<file path="src/rtl/qdec_cabac_slice_seq_if.sv">
// Bundle of the descriptor, register-bus, interrupt and status signals of the
// CABAC slice sequencer. The master side is the sequencer itself.
//
// Handshake semantics: a transfer on a valid/ready pair (desc_vld/desc_rdy,
// stat_vld/stat_rdy) happens on the rising clock edge where both are high. The
// payload must stay stable while valid is high and ready is low. The sequencer
// never drops stat_vld without a handshake. On the register bus, reg_wr with
// reg_addr/reg_wdata is held until the single-cycle reg_ack pulse.
interface qdec_cabac_slice_seq_if;
    logic        desc_vld;
    logic        desc_rdy;
    logic [31:0] desc_vps0;
    logic [31:0] desc_sps0;
    logic [31:0] desc_sps1;
    logic [31:0] desc_pps0;
    logic [31:0] desc_sh0;
    logic        reg_wr;
    logic [15:0] reg_addr;
    logic [31:0] reg_wdata;
    logic        reg_ack;
    logic        cabac_done;
    logic        cabac_error;
    logic        cabac_ctu_done;
    logic        abort;
    logic        stat_vld;
    logic        stat_rdy;
    logic [1:0]  stat_code;
    logic [15:0] stat_ctu_cnt;
    logic        busy;
    logic [1:0]  dbg_state;   // 0=IDLE 1=WR 2=WAIT 3=REPORT

    modport master (
        input  desc_vld, desc_vps0, desc_sps0, desc_sps1, desc_pps0, desc_sh0,
        input  reg_ack, cabac_done, cabac_error, cabac_ctu_done, abort, stat_rdy,
        output desc_rdy, reg_wr, reg_addr, reg_wdata,
        output stat_vld, stat_code, stat_ctu_cnt, busy, dbg_state
    );

    modport slave (
        output desc_vld, desc_vps0, desc_sps0, desc_sps1, desc_pps0, desc_sh0,
        output reg_ack, cabac_done, cabac_error, cabac_ctu_done, abort, stat_rdy,
        input  desc_rdy, reg_wr, reg_addr, reg_wdata,
        input  stat_vld, stat_code, stat_ctu_cnt, busy, dbg_state
    );
endinterface

</file>
<file path="src/rtl/qdec_cabac_slice_seq.sv">
// CABAC slice sequencer: takes one slice descriptor, writes the five config
// registers and START, waits for done/error/abort/timeout while counting CTUs,
// then presents one status record.
module qdec_cabac_slice_seq #(
    parameter logic [15:0] ADDR_VPS_0          = 16'h0000,
    parameter logic [15:0] ADDR_SPS_0          = 16'h0004,
    parameter logic [15:0] ADDR_SPS_1          = 16'h0008,
    parameter logic [15:0] ADDR_PPS_0          = 16'h000C,
    parameter logic [15:0] ADDR_SLICE_HEADER_0 = 16'h0010,
    parameter logic [15:0] ADDR_START          = 16'h0014,
    parameter int          TIMEOUT_CYCLES      = 1000000
) (
    input logic                    clk,
    input logic                    rst_n,
    qdec_cabac_slice_seq_if.master bus
);
    localparam int TW = $clog2(TIMEOUT_CYCLES);

    typedef enum logic [1:0] {
        IDLE   = 2'd0,
        WR     = 2'd1,
        WAIT   = 2'd2,
        REPORT = 2'd3
    } state_t;

    state_t        state;
    logic [2:0]    wrIdx;
    logic [2:0]    nxtIdx;
    logic [15:0]   nxtAddr;
    logic [31:0]   nxtData;
    logic [31:0]   vps0, sps0, sps1, pps0, sh0;
    logic          abortSeen;
    logic [TW-1:0] toCnt;
    logic [15:0]   ctuCnt;

    assign nxtIdx           = wrIdx + 3'd1;
    assign bus.desc_rdy     = rst_n && (state == IDLE);
    assign bus.busy         = (state != IDLE);
    assign bus.stat_ctu_cnt = ctuCnt;
    assign bus.dbg_state    = state;

    // Address/data of the write that follows the one currently on the bus.
    always_comb begin
        nxtAddr = ADDR_START;
        nxtData = 32'h1;
        case (nxtIdx)
            3'd1:    begin nxtAddr = ADDR_SPS_0;          nxtData = sps0; end
            3'd2:    begin nxtAddr = ADDR_SPS_1;          nxtData = sps1; end
            3'd3:    begin nxtAddr = ADDR_PPS_0;          nxtData = pps0; end
            3'd4:    begin nxtAddr = ADDR_SLICE_HEADER_0; nxtData = sh0;  end
            default: begin nxtAddr = ADDR_START;          nxtData = 32'h1; end
        endcase
    end

    // Sequencer FSM with all bus and status outputs registered.
    always_ff @(posedge clk) begin
        if (!rst_n) begin
            state         <= IDLE;
            wrIdx         <= 3'd0;
            vps0          <= '0;
            sps0          <= '0;
            sps1          <= '0;
            pps0          <= '0;
            sh0           <= '0;
            abortSeen     <= 1'b0;
            toCnt         <= '0;
            ctuCnt        <= 16'd0;
            bus.reg_wr    <= 1'b0;
            bus.reg_addr  <= 16'd0;
            bus.reg_wdata <= 32'd0;
            bus.stat_vld  <= 1'b0;
            bus.stat_code <= 2'd0;
        end else begin
            case (state)
                IDLE: begin
                    if (bus.desc_vld) begin
                        vps0          <= bus.desc_vps0;
                        sps0          <= bus.desc_sps0;
                        sps1          <= bus.desc_sps1;
                        pps0          <= bus.desc_pps0;
                        sh0           <= bus.desc_sh0;
                        ctuCnt        <= 16'd0;
                        wrIdx         <= 3'd0;
                        abortSeen     <= 1'b0;
                        bus.reg_wr    <= 1'b1;
                        bus.reg_addr  <= ADDR_VPS_0;
                        bus.reg_wdata <= bus.desc_vps0;
                        state         <= WR;
                    end
                end
                WR: begin
                    // An abort is remembered but the pending write always completes.
                    if (bus.reg_ack) begin
                        if (abortSeen || bus.abort) begin
                            bus.reg_wr    <= 1'b0;
                            bus.stat_code <= 2'd3;
                            bus.stat_vld  <= 1'b1;
                            state         <= REPORT;
                        end else if (wrIdx == 3'd5) begin
                            bus.reg_wr <= 1'b0;
                            toCnt      <= '0;
                            state      <= WAIT;
                        end else begin
                            wrIdx         <= nxtIdx;
                            bus.reg_addr  <= nxtAddr;
                            bus.reg_wdata <= nxtData;
                        end
                    end else if (bus.abort) begin
                        abortSeen <= 1'b1;
                    end
                end
                WAIT: begin
                    // A CTU pulse in the exit cycle still counts.
                    if (bus.cabac_ctu_done && ctuCnt != 16'hFFFF) begin
                        ctuCnt <= ctuCnt + 16'd1;
                    end
                    toCnt <= bus.cabac_ctu_done ? '0 : toCnt + TW'(1);
                    if (bus.cabac_error) begin
                        bus.stat_code <= 2'd1;
                        bus.stat_vld  <= 1'b1;
                        state         <= REPORT;
                    end else if (bus.cabac_done) begin
                        bus.stat_code <= 2'd0;
                        bus.stat_vld  <= 1'b1;
                        state         <= REPORT;
                    end else if (bus.abort) begin
                        bus.stat_code <= 2'd3;
                        bus.stat_vld  <= 1'b1;
                        state         <= REPORT;
                    end else if (toCnt == TW'(TIMEOUT_CYCLES - 1)) begin
                        bus.stat_code <= 2'd2;
                        bus.stat_vld  <= 1'b1;
                        state         <= REPORT;
                    end
                end
                REPORT: begin
                    if (bus.stat_rdy) begin
                        bus.stat_vld <= 1'b0;
                        state        <= IDLE;
                    end
                end
                default: state <= IDLE;
            endcase
        end
    end
endmodule

</file>
<file path="src/flat_wrapper.sv">
// flat-port wrapper written by rule: the top's interface ports become plain ports
module qdec_cabac_slice_seq_flat 
#(
    parameter logic [15:0] ADDR_VPS_0          = 16'h0000,
    parameter logic [15:0] ADDR_SPS_0          = 16'h0004,
    parameter logic [15:0] ADDR_SPS_1          = 16'h0008,
    parameter logic [15:0] ADDR_PPS_0          = 16'h000C,
    parameter logic [15:0] ADDR_SLICE_HEADER_0 = 16'h0010,
    parameter logic [15:0] ADDR_START          = 16'h0014,
    parameter int          TIMEOUT_CYCLES      = 1000000
)
  (clk, rst_n, bus_desc_vld, bus_desc_vps0, bus_desc_sps0, bus_desc_sps1, bus_desc_pps0, bus_desc_sh0, bus_reg_ack, bus_cabac_done, bus_cabac_error, bus_cabac_ctu_done, bus_abort, bus_stat_rdy, bus_desc_rdy, bus_reg_wr, bus_reg_addr, bus_reg_wdata, bus_stat_vld, bus_stat_code, bus_stat_ctu_cnt, bus_busy, bus_dbg_state);
  qdec_cabac_slice_seq_if bus_i ();
  input logic clk;
  input logic rst_n;
  input wire logic [$bits(bus_i.desc_vld)-1:0] bus_desc_vld;
  input wire logic [$bits(bus_i.desc_vps0)-1:0] bus_desc_vps0;
  input wire logic [$bits(bus_i.desc_sps0)-1:0] bus_desc_sps0;
  input wire logic [$bits(bus_i.desc_sps1)-1:0] bus_desc_sps1;
  input wire logic [$bits(bus_i.desc_pps0)-1:0] bus_desc_pps0;
  input wire logic [$bits(bus_i.desc_sh0)-1:0] bus_desc_sh0;
  input wire logic [$bits(bus_i.reg_ack)-1:0] bus_reg_ack;
  input wire logic [$bits(bus_i.cabac_done)-1:0] bus_cabac_done;
  input wire logic [$bits(bus_i.cabac_error)-1:0] bus_cabac_error;
  input wire logic [$bits(bus_i.cabac_ctu_done)-1:0] bus_cabac_ctu_done;
  input wire logic [$bits(bus_i.abort)-1:0] bus_abort;
  input wire logic [$bits(bus_i.stat_rdy)-1:0] bus_stat_rdy;
  output wire logic [$bits(bus_i.desc_rdy)-1:0] bus_desc_rdy;
  output wire logic [$bits(bus_i.reg_wr)-1:0] bus_reg_wr;
  output wire logic [$bits(bus_i.reg_addr)-1:0] bus_reg_addr;
  output wire logic [$bits(bus_i.reg_wdata)-1:0] bus_reg_wdata;
  output wire logic [$bits(bus_i.stat_vld)-1:0] bus_stat_vld;
  output wire logic [$bits(bus_i.stat_code)-1:0] bus_stat_code;
  output wire logic [$bits(bus_i.stat_ctu_cnt)-1:0] bus_stat_ctu_cnt;
  output wire logic [$bits(bus_i.busy)-1:0] bus_busy;
  output wire logic [$bits(bus_i.dbg_state)-1:0] bus_dbg_state;
  assign bus_i.desc_vld = bus_desc_vld;
  assign bus_i.desc_vps0 = bus_desc_vps0;
  assign bus_i.desc_sps0 = bus_desc_sps0;
  assign bus_i.desc_sps1 = bus_desc_sps1;
  assign bus_i.desc_pps0 = bus_desc_pps0;
  assign bus_i.desc_sh0 = bus_desc_sh0;
  assign bus_i.reg_ack = bus_reg_ack;
  assign bus_i.cabac_done = bus_cabac_done;
  assign bus_i.cabac_error = bus_cabac_error;
  assign bus_i.cabac_ctu_done = bus_cabac_ctu_done;
  assign bus_i.abort = bus_abort;
  assign bus_i.stat_rdy = bus_stat_rdy;
  assign bus_desc_rdy = bus_i.desc_rdy;
  assign bus_reg_wr = bus_i.reg_wr;
  assign bus_reg_addr = bus_i.reg_addr;
  assign bus_reg_wdata = bus_i.reg_wdata;
  assign bus_stat_vld = bus_i.stat_vld;
  assign bus_stat_code = bus_i.stat_code;
  assign bus_stat_ctu_cnt = bus_i.stat_ctu_cnt;
  assign bus_busy = bus_i.busy;
  assign bus_dbg_state = bus_i.dbg_state;
  qdec_cabac_slice_seq #(.ADDR_VPS_0(ADDR_VPS_0), .ADDR_SPS_0(ADDR_SPS_0), .ADDR_SPS_1(ADDR_SPS_1), .ADDR_PPS_0(ADDR_PPS_0), .ADDR_SLICE_HEADER_0(ADDR_SLICE_HEADER_0), .ADDR_START(ADDR_START), .TIMEOUT_CYCLES(TIMEOUT_CYCLES)) u_core (.clk(clk), .rst_n(rst_n), .bus(bus_i));
endmodule
</file>
<file path="config.mk">
export PLATFORM = sky130hd
export DESIGN_NAME = qdec_cabac_slice_seq_flat
export DESIGN_NICKNAME = d
export VERILOG_FILES = /design/src/rtl/qdec_cabac_slice_seq_if.sv /design/src/rtl/qdec_cabac_slice_seq.sv /design/src/flat_wrapper.sv
export SDC_FILE = /design/constraint.sdc
export NUM_CORES = 1
export LEC_CHECK = 0
export ABC_CLOCK_PERIOD_IN_PS = 2950
export BUFFER_PORTS_ARGS = -buffer_cell sky130_fd_sc_hd__buf_2
export CELL_PAD_IN_SITES_DETAIL_PLACEMENT = 1
export CELL_PAD_IN_SITES_GLOBAL_PLACEMENT = 2
export CORE_MARGIN = 2
export CORE_UTILIZATION = 31
export CTS_BUF_LIST = sky130_fd_sc_hd__clkbuf_8
export DETAILED_ROUTE_END_ITERATION = 6
export GPL_TIMING_DRIVEN = 0
export PLACE_DENSITY_LB_ADDON = 0.1
export SETUP_SLACK_MARGIN = 0.5
export SLEW_MARGIN = 20
export SYNTH_ARGS = -nofsm -noshare
export SYNTH_HDL_FRONTEND = slang
export SYNTH_SLANG_ARGS = --single-unit
</file>
<file path="constraint.sdc">
create_clock -name clk -period 2.95 [get_ports clk]
set_input_delay 0.1475 -clock clk [delete_from_list [all_inputs] [get_ports clk]]
set_output_delay 0.1475 -clock clk [all_outputs]
set_load 0.03 [all_outputs]
</file>
Yosys cells after proc, flatten, opt, wreduce, memory -nomap -nowiden
Cells that the tools add are included.
{"block": "word_totals", "input_bits": 169, "ff_bits": 222, "output_inout_bits": 72, "word_cells": 115}
{"block": "classes", "reduce_logical": 18, "n_eq_ne": 22, "n_mux": 58, "addsub": 3}
{"op": "$mux 32", "n": 4}
{"op": "$pmux 32 s4", "n": 1}
{"op": "$mux 16", "n": 5}
{"op": "$mux 20", "n": 4}
{"op": "$pmux 16 s2", "n": 2}
{"op": "$pmux 32 s2", "n": 1}
{"op": "$pmux 20 s2", "n": 1}
{"op": "$mux 2", "n": 15}
{"op": "$add 20x1->20 const B", "n": 1}
{"op": "$eq 20x20->1 const B", "n": 1}
{"op": "$pmux 5 s4", "n": 1}
{"op": "$add 16x1->16 const B", "n": 1}
{"op": "$ne 16x16->1 const B", "n": 1}
{"op": "$reduce_and 4->1", "n": 4}
{"op": "$reduce_and 5->1", "n": 3}
{"op": "$mux 1", "n": 14}
{"op": "$ne 2x2->1 const B", "n": 7}
{"op": "$mux 3", "n": 4}
{"op": "$pmux 2 s4", "n": 1}
{"op": "$reduce_bool 2->1", "n": 4}
{"op": "$eq 3x2->1 const B", "n": 2}
{"op": "$eq 3x3->1 const B", "n": 2}
{"op": "$ne 2x1->1 const B", "n": 3}
{"op": "$pmux 3 s2", "n": 1}
{"op": "15 further kinds", "n": 18}

Depth between registers and ports, before layout
{"block": "logic_depth", "word_depth": 7, "ltp_mapped": 9, "depth_no_buf": 7}

Least setup slack after synthesis
No wires, ideal clock.
{"block": "synth_timing", "path_type": "reg2reg", "start": "reg u_core.state[0] (netlist: u_core.bus.dbg_state[0])", "end": "reg u_core.toCnt[11]", "setup_time_ns": 0.128, "n_path_buf": 2, "synth_period_minus_slack_ns": 2.243, "t_arrival_ns": 2.115, "required_time_ns": 2.822, "setup_slack_ns": 0.707, "path_stages_with_launch": 7, "path_cell_list": "dfxtp_1 > ha_1 > clkbuf_1 > a41oi_1 > o21ai_1 > clkbuf_1 > nor2_1"}
{"block": "synth_between", "elab_chain_cells": 3, "word_cells_on_any_way": 8, "classes_between": "eq/ne: 5; mux: 1; reduce/logical: 2"}
{"item": "from (decl)", "line": "qdec_cabac_slice_seq.sv:26", "rtl": "state_t state;"}
{"item": "from (signal assigned)", "line": "qdec_cabac_slice_seq.sv:58", "rtl": "state <= IDLE;"}
{"item": "from (signal assigned)", "line": "qdec_cabac_slice_seq.sv:88", "rtl": "state <= WR;"}
{"item": "from (signal assigned)", "line": "qdec_cabac_slice_seq.sv:98", "rtl": "state <= REPORT;"}
{"item": "$eq 2x1->1 or $eq 2x2->1 (tied branches)", "line": "qdec_cabac_slice_seq.sv:74", "rtl": "case (state)"}
{"item": "$ne 2x1->1 (no source line), or another cell as far along"}
{"item": "$reduce_and 4->1 (no source line)"}
{"item": "to (signal assigned)", "line": "qdec_cabac_slice_seq.sv:117", "rtl": "toCnt <= bus.cabac_ctu_done ? '0 : toCnt + TW'(1);"}
{"item": "to (decl)", "line": "qdec_cabac_slice_seq.sv:33", "rtl": "logic [TW-1:0] toCnt;"}
Several ways; a longest one is shown, not always the timed one.
A chain may end at the register's enable or synchronous reset.

Final worst setup path
{"block": "layout_timing", "start": "reg u_core.wrIdx[0]", "end": "reg u_core.bus.reg_wdata[9]"}
{"block": "layout_between", "elab_chain_cells": 7, "word_cells_on_any_way": 13, "classes_between": "add/sub: 1; eq/ne: 6; mux: 5; reduce/logical: 1"}
{"item": "from (decl)", "line": "qdec_cabac_slice_seq.sv:27", "rtl": "logic [2:0] wrIdx;"}
{"item": "from (signal assigned)", "line": "qdec_cabac_slice_seq.sv:104", "rtl": "wrIdx <= nxtIdx;"}
{"item": "$add 3x1->3", "line": "qdec_cabac_slice_seq.sv:36", "rtl": "assign nxtIdx = wrIdx + 3'd1;"}
{"item": "$eq 3x3->1, or another cell as far along", "line": "qdec_cabac_slice_seq.sv:46", "rtl": "case (nxtIdx)"}
{"item": "$pmux 32 s4", "line": "qdec_cabac_slice_seq.sv:46"}
{"item": "$mux 32", "line": "qdec_cabac_slice_seq.sv:99", "rtl": "end else if (wrIdx == 3'd5) begin"}
{"item": "$mux 32", "line": "qdec_cabac_slice_seq.sv:94", "rtl": "if (abortSeen || bus.abort) begin"}
{"item": "$mux 32", "line": "qdec_cabac_slice_seq.sv:93", "rtl": "if (bus.reg_ack) begin"}
{"item": "$pmux 32 s2", "line": "qdec_cabac_slice_seq.sv:74"}
{"item": "to (signal assigned)", "line": "qdec_cabac_slice_seq.sv:87", "rtl": "bus.reg_wdata <= bus.desc_vps0;"}
{"item": "to (signal assigned)", "line": "qdec_cabac_slice_seq.sv:106", "rtl": "bus.reg_wdata <= nxtData;"}
{"item": "to (decl)", "line": "qdec_cabac_slice_seq_if.sv:35", "rtl": "output desc_rdy, reg_wr, reg_addr, reg_wdata,"}
Several ways; a longest one is shown, not always the timed one. The select of a mux whose other input is x is not followed.

==> reports/metrics.csv <==
stage,metric,value,unit
outcome,status,finished with violations,
outcome,failing checks,DRC,
timing,fin crit share,80.8,%
synth,Yosys top cell by area,dfxtp_1,
clocking,clock root cell,clkbuf_8,
timing,Setup Skew,9.22,ps
critical_path,Worst Reg-to-Reg Cells,8,
clocking,H-tree levels,2,
pwr,maximum vdd drop,412,uV
timing,RSZ-0062 raised after global routing,true,
critical_path,Reg-to-Reg Start,u_core.wrIdx[0],
clocking,largest buffer count on any clock path,3,
routing,DRC viols,1,
synth,"Avg Cell Area, Syn",8.05,um2
global_routing,largest net degree at the start of global routing,11,
synth,asr flop ratio synth,0,%
timing,Fmax,419,MHz
global_routing,global-route wire length before repair,58400,um
finish,Layout Utilization,46.2,%
routing,via count,10100,
placed_design,Post-DP Area,0.0107,mm2
routing,drt via density,5.07,
timing,Final setup viols,0,
timing,max-slew violations,0,
global_routing,number of global-route vias before repair,10400,
finish,share of cells above drive strength 1,22.6,%
critical_path,crit end category,flop,
clocking,clk sinks,209,
routing,wire per inst,18.9,um
synth,Post-Syn Area,0.00906,mm2
routing,post-route antenna net violation count,0,
timing,final setup margin,566,ps
critical_path,Startpoint Class,flop,
finish,fillcell total,3585,
placed_design,Port Buffer Count,227,
synth,Synth top area share,46.2,%
floorplan,row cnt,62,
synth,number of library cell types mapped by synthesis,59,
finish,Final Non-Filler Cells,1984,
synth,post-synthesis register bit count,209,
synth,Main synth FF type,dfxtp_1,
min_path,Hold Path End,u_core.toCnt[1],
job,max_cap viols,0,
synth,sequential area share after synthesis,46.2,%
finish,Multi-input gate area,0.00452,mm2
clocking,worst skew pair latency,530,ps
critical_path,r2r setup slk,570,ps
finish,area added between synthesis and finish,46.7,%
finish,Final #Nets,1755,
floorplan,IO Count,241,
floorplan,Die W,175,um
floorplan,core box area,0.0288,mm2
min_path,Worst Hold Path Cells,4,
synth,"top cells by area, synth","dfxtp_1, nand2_1, a21oi_1, a222oi_1, clkbuf_1",
placed_design,DP HPWL,26100,um
critical_path,WP data arrival,2790,ps
critical_path,Worst Path Required,3360,ps
timing,Worst-Margin Slew,849,ps
pwr,Power Dens Cells,832,mW/mm2
floorplan,Initial Util,31.5,%
clocking,Num CTS Buffers,39,
synth,YS warnings,0,
routing,initial DRC count,660,
placed_design,pre-CTS setup slack,-178,ps
synth,Mapped Cells,1126,
clocking,CTS clock-pin slew for the worst setup and hold paths,60,ps
floorplan,Total Die Area,0.0306,mm2
timing,Tmin final,2380,ps
critical_path,worst r2r dst,u_core.bus.reg_wdata[9],
clocking,CTS tree,yes,
finish,most frequent cells in the layout,"nand2_1, buf_2, dfxtp_1, dlygate4sd3_1, a21oi_1",
finish,register area,0.00418,mm2
pwr,Leak,5.42,nW
floorplan,Die Y,175,um
critical_path,CP Max Fanout,10,
placed_design,placed cells,1749,
min_path,Hold Startpoint,bus_cabac_ctu_done,
critical_path,CP Class,flop to flop,
placed_design,RePlAce Congestion,0.773,
finish,final design area excluding fillers,0.0133,mm2
finish,"most common cell after layout, fill and taps aside",nand2_1,
routing,TritonRoute pass-1 iters,7,
global_routing,GRT Overall Usage,24.2,%
min_path,Hold WC Path Type,input port to flop,
routing,Total Wirelength,37500,um
timing,Slew HR,43.4,%
synth,"EDFF count, synth",0,
global_routing,gr ovfl total,0,
global_routing,initial antenna violation count,1,
timing,final-report hold violation count,0,
## critical path, cell delays in order (launching register included)
cell and delay, ps:
dfxtp_1 400, inv_1 120, ha_1 200, clkbuf_1 230
clkbuf_2 300, a222oi_1 630, o211ai_1 170, o21ai_0 110
o2bb2ai_1 80
## area by class of cell
class	count	area share (%)
Sequential cell	209	31.5
Clock inverter	16	0.471
Multi-Input combinational cell	812	34.0
Tap cell	384	3.61
Buffer	103	3.72
Inverter	14	0.395
Antenna cell	1	0.0188
Timing Repair Buffer	395	21.1
Clock buffer	50	5.18
## kinds of logic (layout without fill, tap and decap cells)
group	after synthesis	in the layout	synth area share [%]
AND/OR/NAND/NOR	433	433	20.8
flip-flops	209	209	46.2
AO/OA/AOI/OAI	335	335	24.1
buffers and inverters	117	578	5.40
adder cells (fa/ha/maj)	12	12	1.66
multiplexers	2	2	0.221
XOR/XNOR	17	17	1.64
other	1	14	0.0414
## flip-flops by register name, summed over array words and instances (netlist names), 3 cells and up
name,cells
u_core.bus.reg_addr,3
u_core.sh0,32
u_core.toCnt,20
u_core.sps1,32
u_core.sps0,32
u_core.bus.stat_ctu_cnt,16
u_core.pps0,32
u_core.bus.reg_wdata,32
u_core.wrIdx,3
## routing by layer
layer | wire length [um] | vias to the layer above | GRT usage (%) | share of wire (%)
met5 | 0 | - | 0 | 0
met4 | 759 | 0 | 6.49 | 2.0
met3 | 1900 | 55 | 3.76 | 5.1
met2 | 18100 | 272 | 41.7 | 48
met1 | 16700 | 4868 | 31.6 | 45
li1 | - | 4873 | - | -
## synth_stat cells, types with 3 or more instances
cell type  instances
and2_1             6
o21a_1             6
ha_1              12
nor2_1            40
buf_1              7
buf_4             13
nand2_1          280
xor2_1            12
nand3_1           45
clkbuf_1          82
and3_1             7
nor2b_1            3
a21oi_1          141
a311oi_1           3
o2bb2ai_1         31
nor3_1             7
inv_1             14
or4_1              3
a31oi_1           12
o21ai_1            3
nand2b_1           7
dfxtp_1          209
a21boi_0           3
nor4_1             4
a222oi_1          32
o211ai_1          33
a22oi_1            5
nand4_1           12
o21ai_0           47
xnor2_1            5
nand3b_1           4
## power by group
part	total [mW]	switching, mW	internal (mW)
Sequential	3.80	0.367	3.43
Clock	2.77	1.26	1.51
Combinational	4.50	3.03	1.47
## metrics by stage
step	hold WS, ps	TNS [ps]	total power, mW
finish	5.76	0	11.1
global route	7.54	0	11.8
CTS	26.1	0	11.0
detailed placement	395	-1980	7.99
global placement	389	-2850	7.94
floorplan	283	0	6.46
## how the worst max path moves through the flow
stage / slack, ps / start / depth (start not counted) / end
2_1_floorplan: 710 / u_core.bus.dbg_state[0] / 6 / u_core.toCnt[11]
5_1_grt: 470 / u_core.wrIdx[1] / 8 / u_core.bus.reg_wdata[23]
6_report: 570 / u_core.wrIdx[0] / 8 / u_core.bus.reg_wdata[9]
4_1_cts: 480 / u_core.bus.dbg_state[1] / 7 / u_core.toCnt[7]
3_5_place_dp: -180 / u_core.bus.dbg_state[1] / 7 / u_core.toCnt[7]
3_3_place_gp: -240 / u_core.bus.dbg_state[1] / 7 / u_core.toCnt[17]
## what timing repair did
action / 4_1_cts / 5_1_grt
pin swaps: 0 / 3
gates resized for setup: 25 / 62
hold endpoints to repair: 165 / 0
endpoints found under the setup margin: 160 / 99
hold buffers: 165 / 0
buffers inserted: 0 / 3
Note: power is estimated with default switching activity, not from simulation.
